File: src/rtl/nexus_work_scheduler_if.sv
// Bundle of the work, core-control and result signals of the nexus work scheduler.
// The scheduler uses the slave view; the work front end / core bank uses master.
interface nexus_work_scheduler_if #(
    parameter int CORES = 4
);
    logic                  work_valid;
    logic                  work_ready;
    logic [63:0]           work_base_nonce;
    logic                  abort;
    logic [CORES-1:0]      core_load;
    logic [63:0]           core_nonce;
    logic [CORES-1:0]      core_found;
    logic [CORES*64-1:0]   core_found_nonce;
    logic [CORES-1:0]      core_found_ack;
    logic                  res_valid;
    logic                  res_ready;
    logic [63:0]           res_nonce;
    logic [3:0]            res_core;
    logic                  need_work;
    logic                  busy;

    modport master (
        output work_valid, work_base_nonce, abort, core_found, core_found_nonce, res_ready,
        input  work_ready, core_load, core_nonce, core_found_ack, res_valid, res_nonce,
               res_core, need_work, busy
    );

    modport slave (
        input  work_valid, work_base_nonce, abort, core_found, core_found_nonce, res_ready,
        output work_ready, core_load, core_nonce, core_found_ack, res_valid, res_nonce,
               res_core, need_work, busy
    );
endinterface

File: src/rtl/nexus_work_scheduler.sv
// Nexus work scheduler: loads each hash core with a disjoint nonce sub-range,
// times range exhaustion and pipeline drain, and round-robin arbitrates the
// good nonces reported by the cores into a single valid/ready result stream.
module nexus_work_scheduler #(
    parameter int CORES      = 4,
    parameter int RANGE_LOG2 = 32,
    parameter int PIPE_DEPTH = 352
) (
    input  logic                  clk,
    input  logic                  nHashRst,
    nexus_work_scheduler_if.slave bus
);
    localparam int IW = (CORES > 1) ? $clog2(CORES) : 1;
    localparam int PW = (PIPE_DEPTH > 1) ? $clog2(PIPE_DEPTH) : 1;
    localparam int CW = (RANGE_LOG2 > PW) ? RANGE_LOG2 : PW;

    localparam logic [CW-1:0] RUN_INIT   = CW'({RANGE_LOG2{1'b1}});
    localparam logic [CW-1:0] DRAIN_INIT = CW'(PIPE_DEPTH - 1);
    localparam logic [IW-1:0] LAST_IDX   = IW'(CORES - 1);

    typedef enum logic [1:0] {S_IDLE, S_LOAD, S_RUN, S_DRAIN} state_t;

    state_t           state_q, state_d;
    logic [IW-1:0]    idx_q, idx_d;
    logic [CW-1:0]    cnt_q, cnt_d;
    logic [63:0]      base_q, base_d;
    logic             work_ready_q;
    logic             need_work_q;
    logic             busy_q;
    logic [CORES-1:0] core_load_q;
    logic [63:0]      core_nonce_q;
    logic             accept;

    assign accept = bus.work_valid & work_ready_q;

    // Next-state decode; abort outranks everything, an accept in RUN preempts the range
    always_comb begin
        state_d = state_q;
        idx_d   = idx_q;
        cnt_d   = cnt_q;
        base_d  = base_q;
        if (bus.abort) begin
            state_d = S_IDLE;
            idx_d   = '0;
            cnt_d   = '0;
        end else begin
            case (state_q)
                S_IDLE: begin
                    if (accept) begin
                        state_d = S_LOAD;
                        idx_d   = '0;
                        base_d  = bus.work_base_nonce;
                    end
                end
                S_LOAD: begin
                    if (idx_q == LAST_IDX) begin
                        state_d = S_RUN;
                        idx_d   = '0;
                        cnt_d   = RUN_INIT;
                    end else begin
                        idx_d = idx_q + 1'b1;
                    end
                end
                S_RUN: begin
                    if (accept) begin
                        state_d = S_LOAD;
                        idx_d   = '0;
                        base_d  = bus.work_base_nonce;
                    end else if (cnt_q == '0) begin
                        state_d = S_DRAIN;
                        cnt_d   = DRAIN_INIT;
                    end else begin
                        cnt_d = cnt_q - 1'b1;
                    end
                end
                default: begin
                    if (cnt_q == '0) begin
                        state_d = S_IDLE;
                    end else begin
                        cnt_d = cnt_q - 1'b1;
                    end
                end
            endcase
        end
    end

    // Sequencer state plus outputs registered from the next state so they line up with it
    always_ff @(posedge clk or negedge nHashRst) begin
        if (!nHashRst) begin
            state_q      <= S_IDLE;
            idx_q        <= '0;
            cnt_q        <= '0;
            base_q       <= '0;
            work_ready_q <= 1'b1;
            need_work_q  <= 1'b1;
            busy_q       <= 1'b0;
            core_load_q  <= '0;
            core_nonce_q <= '0;
        end else begin
            state_q      <= state_d;
            idx_q        <= idx_d;
            cnt_q        <= cnt_d;
            base_q       <= base_d;
            work_ready_q <= (state_d == S_IDLE) || (state_d == S_RUN);
            need_work_q  <= (state_d == S_IDLE);
            busy_q       <= (state_d != S_IDLE);
            core_load_q  <= (state_d == S_LOAD) ? (CORES'(1) << idx_d) : '0;
            core_nonce_q <= (state_d == S_LOAD) ? (base_d + (64'(idx_d) << RANGE_LOG2)) : '0;
        end
    end

    // ---------------- result arbiter ----------------
    logic [63:0]      found_nonce [CORES];
    logic [CORES-1:0] found_eff;
    logic [CORES-1:0] ack_q;
    logic [IW-1:0]    rr_q;
    logic             res_valid_q;
    logic [63:0]      res_nonce_q;
    logic [3:0]       res_core_q;
    logic             grant_valid;
    logic [IW-1:0]    grant_idx;
    logic [IW-1:0]    cand_idx;
    int               cand;
    logic             res_free;

    generate
        for (genvar gi = 0; gi < CORES; gi++) begin : g_unpack
            assign found_nonce[gi] = bus.core_found_nonce[64*gi +: 64];
        end
    endgenerate

    // A core being acked this cycle still shows found; it must not be granted twice
    assign found_eff = bus.core_found & ~ack_q;
    assign res_free  = ~res_valid_q | bus.res_ready;

    // Round-robin pick: lowest offset from rr_q wins, so scan offsets from high to low
    always_comb begin
        grant_valid = 1'b0;
        grant_idx   = '0;
        cand        = 0;
        cand_idx    = '0;
        for (int k = CORES - 1; k >= 0; k--) begin
            cand = int'(rr_q) + k;
            if (cand >= CORES) begin
                cand = cand - CORES;
            end
            cand_idx = IW'(cand);
            if (found_eff[cand_idx]) begin
                grant_valid = 1'b1;
                grant_idx   = cand_idx;
            end
        end
    end

    // Result register, ack pulse and pointer update; runs in every sequencer state
    always_ff @(posedge clk or negedge nHashRst) begin
        if (!nHashRst) begin
            res_valid_q <= 1'b0;
            res_nonce_q <= '0;
            res_core_q  <= '0;
            ack_q       <= '0;
            rr_q        <= '0;
        end else begin
            ack_q <= '0;
            if (res_free) begin
                res_valid_q <= grant_valid;
                if (grant_valid) begin
                    res_nonce_q <= found_nonce[grant_idx];
                    res_core_q  <= 4'(grant_idx);
                    ack_q       <= CORES'(1) << grant_idx;
                    rr_q        <= (grant_idx == LAST_IDX) ? '0 : grant_idx + 1'b1;
                end
            end
        end
    end

    assign bus.work_ready     = work_ready_q;
    assign bus.need_work      = need_work_q;
    assign bus.busy           = busy_q;
    assign bus.core_load      = core_load_q;
    assign bus.core_nonce     = core_nonce_q;
    assign bus.core_found_ack = ack_q;
    assign bus.res_valid      = res_valid_q;
    assign bus.res_nonce      = res_nonce_q;
    assign bus.res_core       = res_core_q;
endmodule

File: src/flat_wrapper.sv
// flat-port wrapper written by rule: the top's interface ports become plain ports
module nexus_work_scheduler_flat 
#(
    parameter int CORES      = 4,
    parameter int RANGE_LOG2 = 32,
    parameter int PIPE_DEPTH = 352
)
  (clk, nHashRst, bus_work_valid, bus_work_base_nonce, bus_abort, bus_core_found, bus_core_found_nonce, bus_res_ready, bus_work_ready, bus_core_load, bus_core_nonce, bus_core_found_ack, bus_res_valid, bus_res_nonce, bus_res_core, bus_need_work, bus_busy);
  nexus_work_scheduler_if #(.CORES(CORES)) bus_i ();
  input  logic clk;
  input  logic nHashRst;
  input wire logic [$bits(bus_i.work_valid)-1:0] bus_work_valid;
  input wire logic [$bits(bus_i.work_base_nonce)-1:0] bus_work_base_nonce;
  input wire logic [$bits(bus_i.abort)-1:0] bus_abort;
  input wire logic [$bits(bus_i.core_found)-1:0] bus_core_found;
  input wire logic [$bits(bus_i.core_found_nonce)-1:0] bus_core_found_nonce;
  input wire logic [$bits(bus_i.res_ready)-1:0] bus_res_ready;
  output wire logic [$bits(bus_i.work_ready)-1:0] bus_work_ready;
  output wire logic [$bits(bus_i.core_load)-1:0] bus_core_load;
  output wire logic [$bits(bus_i.core_nonce)-1:0] bus_core_nonce;
  output wire logic [$bits(bus_i.core_found_ack)-1:0] bus_core_found_ack;
  output wire logic [$bits(bus_i.res_valid)-1:0] bus_res_valid;
  output wire logic [$bits(bus_i.res_nonce)-1:0] bus_res_nonce;
  output wire logic [$bits(bus_i.res_core)-1:0] bus_res_core;
  output wire logic [$bits(bus_i.need_work)-1:0] bus_need_work;
  output wire logic [$bits(bus_i.busy)-1:0] bus_busy;
  assign bus_i.work_valid = bus_work_valid;
  assign bus_i.work_base_nonce = bus_work_base_nonce;
  assign bus_i.abort = bus_abort;
  assign bus_i.core_found = bus_core_found;
  assign bus_i.core_found_nonce = bus_core_found_nonce;
  assign bus_i.res_ready = bus_res_ready;
  assign bus_work_ready = bus_i.work_ready;
  assign bus_core_load = bus_i.core_load;
  assign bus_core_nonce = bus_i.core_nonce;
  assign bus_core_found_ack = bus_i.core_found_ack;
  assign bus_res_valid = bus_i.res_valid;
  assign bus_res_nonce = bus_i.res_nonce;
  assign bus_res_core = bus_i.res_core;
  assign bus_need_work = bus_i.need_work;
  assign bus_busy = bus_i.busy;
  nexus_work_scheduler #(.CORES(CORES), .RANGE_LOG2(RANGE_LOG2), .PIPE_DEPTH(PIPE_DEPTH)) u_core (.clk(clk), .nHashRst(nHashRst), .bus(bus_i));
endmodule
File: config.mk
export PLATFORM = sky130hd
export DESIGN_NAME = nexus_work_scheduler_flat
export DESIGN_NICKNAME = d
export VERILOG_FILES = /design/src/rtl/nexus_work_scheduler_if.sv /design/src/rtl/nexus_work_scheduler.sv /design/src/flat_wrapper.sv
export SDC_FILE = /design/constraint.sdc
export NUM_CORES = 1
export LEC_CHECK = 0
export ABC_AREA = 1
export ABC_CLOCK_PERIOD_IN_PS = 4100
export CAP_MARGIN = 25
export CORE_ASPECT_RATIO = 2
export CORE_MARGIN = 2
export CORE_UTILIZATION = 28
export DETAILED_ROUTE_END_ITERATION = 12
export GPL_ROUTABILITY_DRIVEN = 1
export HOLD_SLACK_MARGIN = 0.06
export SETUP_SLACK_MARGIN = 0.3
export SYNTH_ARGS = -nofsm -noshare
export SYNTH_HDL_FRONTEND = slang
export SYNTH_SLANG_ARGS = --single-unit
File: constraint.sdc
create_clock -name clk -period 4.1 [get_ports clk]
set_clock_uncertainty 0.05 [all_clocks]
set_input_delay 1.025 -clock clk [delete_from_list [all_inputs] [get_ports clk]]
set_output_delay 1.025 -clock clk [all_outputs]
set_load 0.1 [all_outputs]
==> impl_metrics.py, run 1 <==
metrics = {
    "critical_path": {
        "timing.critical_path.required_ps": 4470,
        "timing.critical_path.from_type": "input port",
        "critical_path.max_fanout": 6,
        "worstSetupEndpointType": "register",
        "cp_data_arrival_time_ps": 3780,
        "criticalPathCategory": "in2reg",
    },
    "power": {
        "pwr_density_cell_mw_per_mm2": 938,
        "power_leakage_nw": 11.1,
        "power.ir.vdd_worst_mv": 0.526,
    },
    "placement": {
        "placement_cell_area_mm2": 0.0206,
        "place.gp.congestion": 0.981,
        "dp_hpwl_um": 48300,
        "preCtsSetupSlack_ps": 136,
        "placement.io_buffers": 470,
    },
    "sta": {
        "period_needed_ps": 3410,
        "final_critical_path_setup_slack_ps": 690,
        "fmax_mhz": 293,
        "min_period_over_period_pct": 83.2,
        "final_max_slew_viol_count": 0,
        "final.setup.tns_ps": 0,
        "worst_slew_pin_slew_ps": 1090,
        "slew_limit_headroom_pct": 26.8,
        "timing.final.setup_violations": 0,
        "worst_hold_check_slack_ps": 428,
        "grt_setup_unrepaired": "no",
        "hold_viol": 0,
    },
    "route": {
        "antenna_left": 0,
        "drt_first_iter_violations": 1093,
        "viasPerCell": 4.77,
        "num_vias": 15900,
        "post_drt_wl_per_cell_um": 18.7,
        "drt_drc_violations_left": 0,
        "finalWirelength_um": 62400,
        "dr.pass1.iters": 8,
    },
    "floorplan": {
        "floorplan.io_pins": 473,
        "die-width_um": 168,
        "fp.dieH_um": 331,
        "fp-row-count": 120,
        "floorplan.die_area_mm2": 0.0556,
        "start_util_pct": 28.2,
        "core_area_mm2": 0.0533,
    },
    "logic_synthesis": {
        "postSynthCellCount": 2207,
        "yosysWarnings": 0,
        "post_synth.cell_area_avg_um2": 6.80,
        "netlist_area_mm2": 0.0150,
        "ys_seq_elements": 244,
        "yosysSeqAreaShare_pct": 40.7,
        "synth_cell_type_count": 39,
    },
    "cts": {
        "ctsHtreeMaxLevel": 1,
        "cts_root_buf": "sky130_fd_sc_hd__clkbuf_16",
        "cts_tree": "done",
        "clock_pin_transition_on_the_worst_setup_and_hold_timing_paths_ps": 60,
        "postCtsResizedCells": 0,
        "clock_tree.buffer_depth": 3,
        "cts_buffers": 25,
        "post_cts_hold_buffer_count": 0,
        "cts_sinks": 244,
        "insertion_delay_ps": 560,
        "post-cts-setup-buffer-count": 0,
    },
    "outcome": {
        "run_status": "finished clean",
    },
    "global_route": {
        "first_global_vias": 16400,
        "grtUsageTotal_pct": 22.0,
        "grt_start_max_net_pins": 114,
        "grt_antenna_before_repair": 6,
        "global_route.overflow_total": 0,
        "global_route_wire_length_before_repair_um": 94400,
    },
    "final_layout": {
        "layout_commonest_cell": "sky130_fd_sc_hd__nand2_1",
        "layout.cells.most_common_list": "sky130_fd_sc_hd__nand2_1 (562), sky130_fd_sc_hd__clkdlybuf4s50_1 (463), sky130_fd_sc_hd__nand3_1 (432), sky130_fd_sc_hd__inv_1 (388), sky130_fd_sc_hd__dfrtp_1 (242)",
        "syn_to_final_growth_pct": 43.4,
        "n_fill_cell": 5501,
        "drive_above_1_share_pct": 8.18,
        "fin_area_mm2": 0.0215,
        "num-nets-final": 2991,
        "final_util_pct": 40.4,
    },
    "hold_path": {
        "min_path_type": "reg2reg",
    },
    "flow_run": {
        "maxCapViolations": 0,
    },
}
-- final timing paths --
path / slack [ps] / from / endpoint / cells after the start
max reg2reg: 830 / u_core.state_q[1] / u_core.bus.core_nonce[48] / 17
min reg2reg: 430 / u_core.bus.res_nonce[3] / u_core.bus.res_nonce[3] / 2
min: 430 / u_core.bus.res_nonce[3] / u_core.bus.res_nonce[3] / 2
min in group asynchronous: 480 / nHashRst / u_core.bus.res_valid / 1
max: 690 / bus_work_valid / u_core.bus.core_nonce[48] / 17
max in group asynchronous: 2490 / nHashRst / u_core.bus.core_nonce[52] / 2
-- layer usage --
layer | vias up | global-route usage, % | routed length (um)
li1 | 7655 | - | -
met1 | 7490 | 21.1 | 20700
met2 | 644 | 43.2 | 34000
met3 | 134 | 4.14 | 4210
met4 | 2 | 11.6 | 3530
met5 | - | 0 | 13
-- final cells by class --
type,instances,area (um^2),area share (%)
clock inverters,9,188,0.871
flip-flops and latches,244,6110,28.4
diodes,6,15.0,0.0697
well taps,671,840,3.90
repair buffers,523,5280,24.5
clock buffers,35,713,3.31
inverters,396,1490,6.91
multi-input cells,1458,6910,32.1
-- per-stage QoR --
| stage | total power, W | std cells |
|---|---|---|
| after detailed placement | 0.0176 | 3292 |
| final | 0.0202 | 3342 |
| after global placement | 0.0175 | 3291 |
| after global routing | 0.0216 | 3341 |
| after floorplan | 0.0131 | 2208 |
| after CTS | 0.0203 | 3336 |
-- power by group --
part / switching, W / total (W) / internal (W)
clock: 0.00103 / 0.00256 / 0.00153
combinational: 0.0101 / 0.0141 / 0.00400
sequential: 0.000393 / 0.00354 / 0.00315
-- worst max-delay path, cell delays in order --
cell and delay (ps):
sky130_fd_sc_hd__clkdlybuf4s50_1 480, sky130_fd_sc_hd__nand2_2 190, sky130_fd_sc_hd__a21oi_1 90, sky130_fd_sc_hd__inv_1 90, sky130_fd_sc_hd__a22oi_1 70, sky130_fd_sc_hd__nor2_1 260, sky130_fd_sc_hd__ha_1 230, sky130_fd_sc_hd__inv_1 60
sky130_fd_sc_hd__fa_1 400, sky130_fd_sc_hd__inv_1 110, sky130_fd_sc_hd__nand2_2 60, sky130_fd_sc_hd__nor2_2 150, sky130_fd_sc_hd__buf_4 140, sky130_fd_sc_hd__nand2_2 90, sky130_fd_sc_hd__nor2_2 140, sky130_fd_sc_hd__xnor2_1 120
sky130_fd_sc_hd__nor2_1 50
-- logic make-up (layout without fill, tap and decap cells) --
family                   after synthesis  after routing  synth area share, %
AO/OA/AOI/OAI                        117            117                 4.14
XOR/XNOR                              33             33                 1.93
adder cells (fa/ha/maj)               14             14                 1.22
buffers and inverters                506            963                 13.5
flip-flops                           244            244                 40.7
other                                  1              8               0.0250
AND/OR/NAND/NOR                     1292           1292                 38.5
-- registers in the layout (all words and copies together) (netlist names) --
name and flops:
u_core.bus.core_nonce 64, u_core.cnt_q 32, u_core.state_q 2, u_core.bus.res_core 2, u_core.idx_q 2, u_core.bus.need_work 1, u_core.bus.busy 1, u_core.bus.res_nonce 64
u_core.rr_q 2, u_core.bus.core_found_ack 4, u_core.bus.work_ready 1, u_core.base_q 64, u_core.bus.res_valid 1, u_core.bus.core_load 4
-- synthesized netlist by cell type --
cell	count	area, um^2
sky130_fd_sc_hd__nand2_1	562	2110
sky130_fd_sc_hd__nand3_1	432	2160
sky130_fd_sc_hd__inv_1	388	1460
sky130_fd_sc_hd__dfrtp_1	242	6060
sky130_fd_sc_hd__nor2_1	174	653
sky130_fd_sc_hd__o21ai_0	73	365
sky130_fd_sc_hd__clkbuf_1	44	165
sky130_fd_sc_hd__buf_2	36	180
sky130_fd_sc_hd__or2_2	35	219
sky130_fd_sc_hd__nand2_2	33	206
sky130_fd_sc_hd__xor2_1	24	210
sky130_fd_sc_hd__nor2_2	23	144
sky130_fd_sc_hd__a21oi_1	21	105
sky130_fd_sc_hd__buf_1	15	56.3
sky130_fd_sc_hd__ha_1	13	163
sky130_fd_sc_hd__nand2_4	11	124
sky130_fd_sc_hd__nand4_1	11	68.8
sky130_fd_sc_hd__buf_4	9	67.6
sky130_fd_sc_hd__xnor2_1	9	78.8
sky130_fd_sc_hd__o22ai_1	8	50.1
sky130_fd_sc_hd__o21ai_1	7	35.0
sky130_fd_sc_hd__inv_2	6	22.5
sky130_fd_sc_hd__buf_6	5	56.3
sky130_fd_sc_hd__nor3_1	5	25.0
sky130_fd_sc_hd__nor2_4	4	45.0
sky130_fd_sc_hd__a21oi_2	2	17.5
sky130_fd_sc_hd__dfstp_2	2	52.6
sky130_fd_sc_hd__o211ai_1	2	15.0
sky130_fd_sc_hd__a221o_1	1	10.0
sky130_fd_sc_hd__a22oi_1	1	7.51
sky130_fd_sc_hd__a32oi_1	1	8.76
sky130_fd_sc_hd__and2_0	1	6.26
sky130_fd_sc_hd__buf_8	1	15.0
sky130_fd_sc_hd__clkinv_1	1	3.75
sky130_fd_sc_hd__conb_1	1	3.75
sky130_fd_sc_hd__fa_1	1	20.0
sky130_fd_sc_hd__inv_4	1	6.26
sky130_fd_sc_hd__nor3_4	1	16.3
sky130_fd_sc_hd__o21a_1	1	7.51
Note: power is estimated with default switching activity, not from simulation.
==> run 2, diff against run 1 <==
--- a/config.mk
+++ b/config.mk
@@ -6,7 +6,7 @@
 export NUM_CORES = 1
 export LEC_CHECK = 0
 export ABC_AREA = 1
-export ABC_CLOCK_PERIOD_IN_PS = 4100
+export ABC_CLOCK_PERIOD_IN_PS = 3400
 export CAP_MARGIN = 25
 export CORE_ASPECT_RATIO = 2
 export CORE_MARGIN = 2
==> constraint.sdc (replaced) <==
create_clock -name clk -period 3.4 [get_ports clk]
set_clock_uncertainty 0.05 [all_clocks]
set_input_delay 0.85 -clock clk [delete_from_list [all_inputs] [get_ports clk]]
set_output_delay 0.85 -clock clk [all_outputs]
set_load 0.1 [all_outputs]
==> run 2 against run 1 <==
Via count rose by 1.2%. Register-to-register slack got worse by 430 ps. First-iteration DRC count fell by 16%. Combinational power rose by 21%. Routed wire length rose by 2.4%. Hold slack got worse by 330 ps. Critical path depth did not move. Count of clock-buffer cells in the layout fell by 3. Flip-flop and latch count did not move. Utilization rose by 0.36 points. Sequential power rose by 21%. Critical endpoint is now u_core.bus.core_nonce[49].
==> impl_metrics.py, run 2 (same netlist as run 1, synthesis figures left out) <==
metrics = {
    "final_layout": {
        "n_fill_cell": 5507,
        "multi_input_area_mm2": 0.00697,
        "num-nets-final": 3063,
        "layout_commonest_cell": "sky130_fd_sc_hd__nand2_1",
        "drive_above_1_share_pct": 16.1,
        "seq_cell_area_mm2": 0.00611,
        "syn_to_final_growth_pct": 44.7,
        "layout.cells.most_common_list": "sky130_fd_sc_hd__nand2_1 (562), sky130_fd_sc_hd__nand3_1 (431), sky130_fd_sc_hd__inv_1 (385), sky130_fd_sc_hd__clkdlybuf4s50_1 (327), sky130_fd_sc_hd__buf_4 (254)",
    },
    "floorplan": {
        "fp-row-count": 120,
        "fp.dieH_um": 331,
        "floorplan.die_area_mm2": 0.0556,
        "core_area_mm2": 0.0533,
        "die-width_um": 168,
        "start_util_pct": 28.2,
        "floorplan.io_pins": 473,
    },
    "global_route": {
        "first_global_vias": 16900,
        "global_route.overflow_total": 0,
        "grtUsageTotal_pct": 22.3,
        "global_route_wire_length_before_repair_um": 95500,
        "grt_antenna_before_repair": 5,
        "grt_start_max_net_pins": 69,
    },
    "sta": {
        "timing.final.setup_violations": 0,
        "period_needed_ps": 3000,
        "fmax_mhz": 333,
        "hold_viol": 0,
        "worst_hold_check_slack_ps": 95.9,
        "final.setup.tns_ps": 0,
        "min_period_over_period_pct": 88.4,
        "grt_setup_unrepaired": "no",
        "slew_limit_headroom_pct": 57.0,
        "final_max_slew_viol_count": 0,
        "worst_slew_pin_slew_ps": 643,
    },
    "route": {
        "finalWirelength_um": 63900,
        "antenna_left": 0,
        "post_drt_wl_per_cell_um": 18.7,
        "num_vias": 16100,
        "viasPerCell": 4.72,
        "drt_drc_violations_left": 0,
        "drt_first_iter_violations": 914,
        "dr.pass1.iters": 5,
    },
    "cts": {
        "cts_buffers": 25,
        "ctsHtreeMaxLevel": 1,
        "cts_tree": "done",
        "clock_tree.buffer_depth": 3,
        "clock_pin_transition_on_the_worst_setup_and_hold_timing_paths_ps": 70,
        "cts_sinks": 244,
        "insertion_delay_ps": 560,
        "cts_root_buf": "sky130_fd_sc_hd__clkbuf_16",
    },
    "critical_path": {
        "criticalPathCategory": "reg2reg",
        "slowest_stage": "sky130_fd_sc_hd__dfrtp_1",
        "timing.critical_path.from_type": "register",
        "beginning_of_the_worst_register_to_register_path": "u_core.state_q[0]",
        "cp_data_arrival_time_ps": 3380,
        "reg2reg_to": "u_core.bus.core_nonce[49]",
        "critical_path.max_stage_delay_ps": 430,
        "critical_path_cell_by_cell": "inv_2 -> ha_1 -> nor2_4 -> inv_1 -> a21oi_1 -> inv_1 -> a32oi_2 -> nor2_2 -> ha_1 -> a21oi_1 -> nor2_2 -> nand3_2 -> buf_4 -> nor2_4 -> nand4_1 -> nand2_1 -> nor2_1",
        "rrSetupSlack_ps": 400,
        "reg2regPathDepth": 17,
        "worstSetupEndpointType": "register",
        "critical_path.max_fanout": 5,
        "timing.critical_path.required_ps": 3780,
    },
    "placement": {
        "placement.io_buffers": 470,
        "place.gp.congestion": 0.982,
        "dp_hpwl_um": 50600,
    },
    "power": {
        "power.ir.vdd_worst_mv": 0.604,
        "power_leakage_nw": 11.7,
        "pwr_density_cell_mw_per_mm2": 1120,
    },
    "flow_run": {
        "maxCapViolations": 0,
    },
    "outcome": {
        "run_status": "finished clean",
    },
    "hold_path": {
        "min_path_type": "in2async",
    },
}
[run 2: area by class of cell]
cell class | instances | share of cell area (%)
diodes | 5 | 0.0576
clock inverters | 13 | 0.766
repair buffers | 595 | 25.1
flip-flops and latches | 244 | 28.1
well taps | 671 | 3.86
clock buffers | 32 | 3.14
inverters | 396 | 6.85
multi-input cells | 1458 | 32.1
[run 2: where the power goes]
part           internal, W  switching (W)  total [W]
clock network      0.00166        0.00125    0.00291
registers          0.00380       0.000491    0.00429
logic              0.00495         0.0122     0.0171
total               0.0104         0.0139     0.0243
[run 2: critical path: cells and delay by family (launching register included)]
kind	cells	cell delay (ps)
AND/OR/NAND/NOR	8	1020
adder cells (fa/ha/maj)	2	520
flip-flops	1	430
buffers and inverters	4	420
AO/OA/AOI/OAI	3	420
[run 2: worst max-delay path by stage]
stage | cells after the start | to | from
global placement | 16 | u_core.bus.core_nonce[49] | bus_work_valid
finish | 17 | u_core.bus.core_nonce[49] | u_core.state_q[0]
floorplan | 17 | u_core.bus.core_nonce[60] | bus_work_valid
detailed placement | 16 | u_core.bus.core_nonce[48] | bus_work_valid
global route | 18 | u_core.bus.core_nonce[49] | u_core.state_q[0]
CTS | 18 | u_core.bus.core_nonce[49] | u_core.state_q[0]
[run 2: metrics by stage]
stage,util (%),cell area (um^2),total power (W),cells,setup WS [ps]
after floorplan,-,15100,0.0158,2208,285
after global placement,39.0,20800,0.0213,3359,-104
after detailed placement,39.0,20800,0.0215,3359,-183
after CTS,40.6,21700,0.0245,3404,310
after global routing,40.8,21700,0.0261,3412,196
final,40.8,21700,0.0243,3414,395
[run 2: timing repair]
item	CTS	global route
pin swaps	1	4
setup endpoints to repair	3	24
setup buffers	0	5
resized for setup	1	10
hold buffers	0	0
[run 2: per-layer routing]
metal  up-vias  track usage (%)  wire, um
met4         2             13.9      4320
met2       660             43.5     34400
met5         -                0         9
met3       162             4.24      4100
met1      7481             21.0     21100
li1       7809                -         -
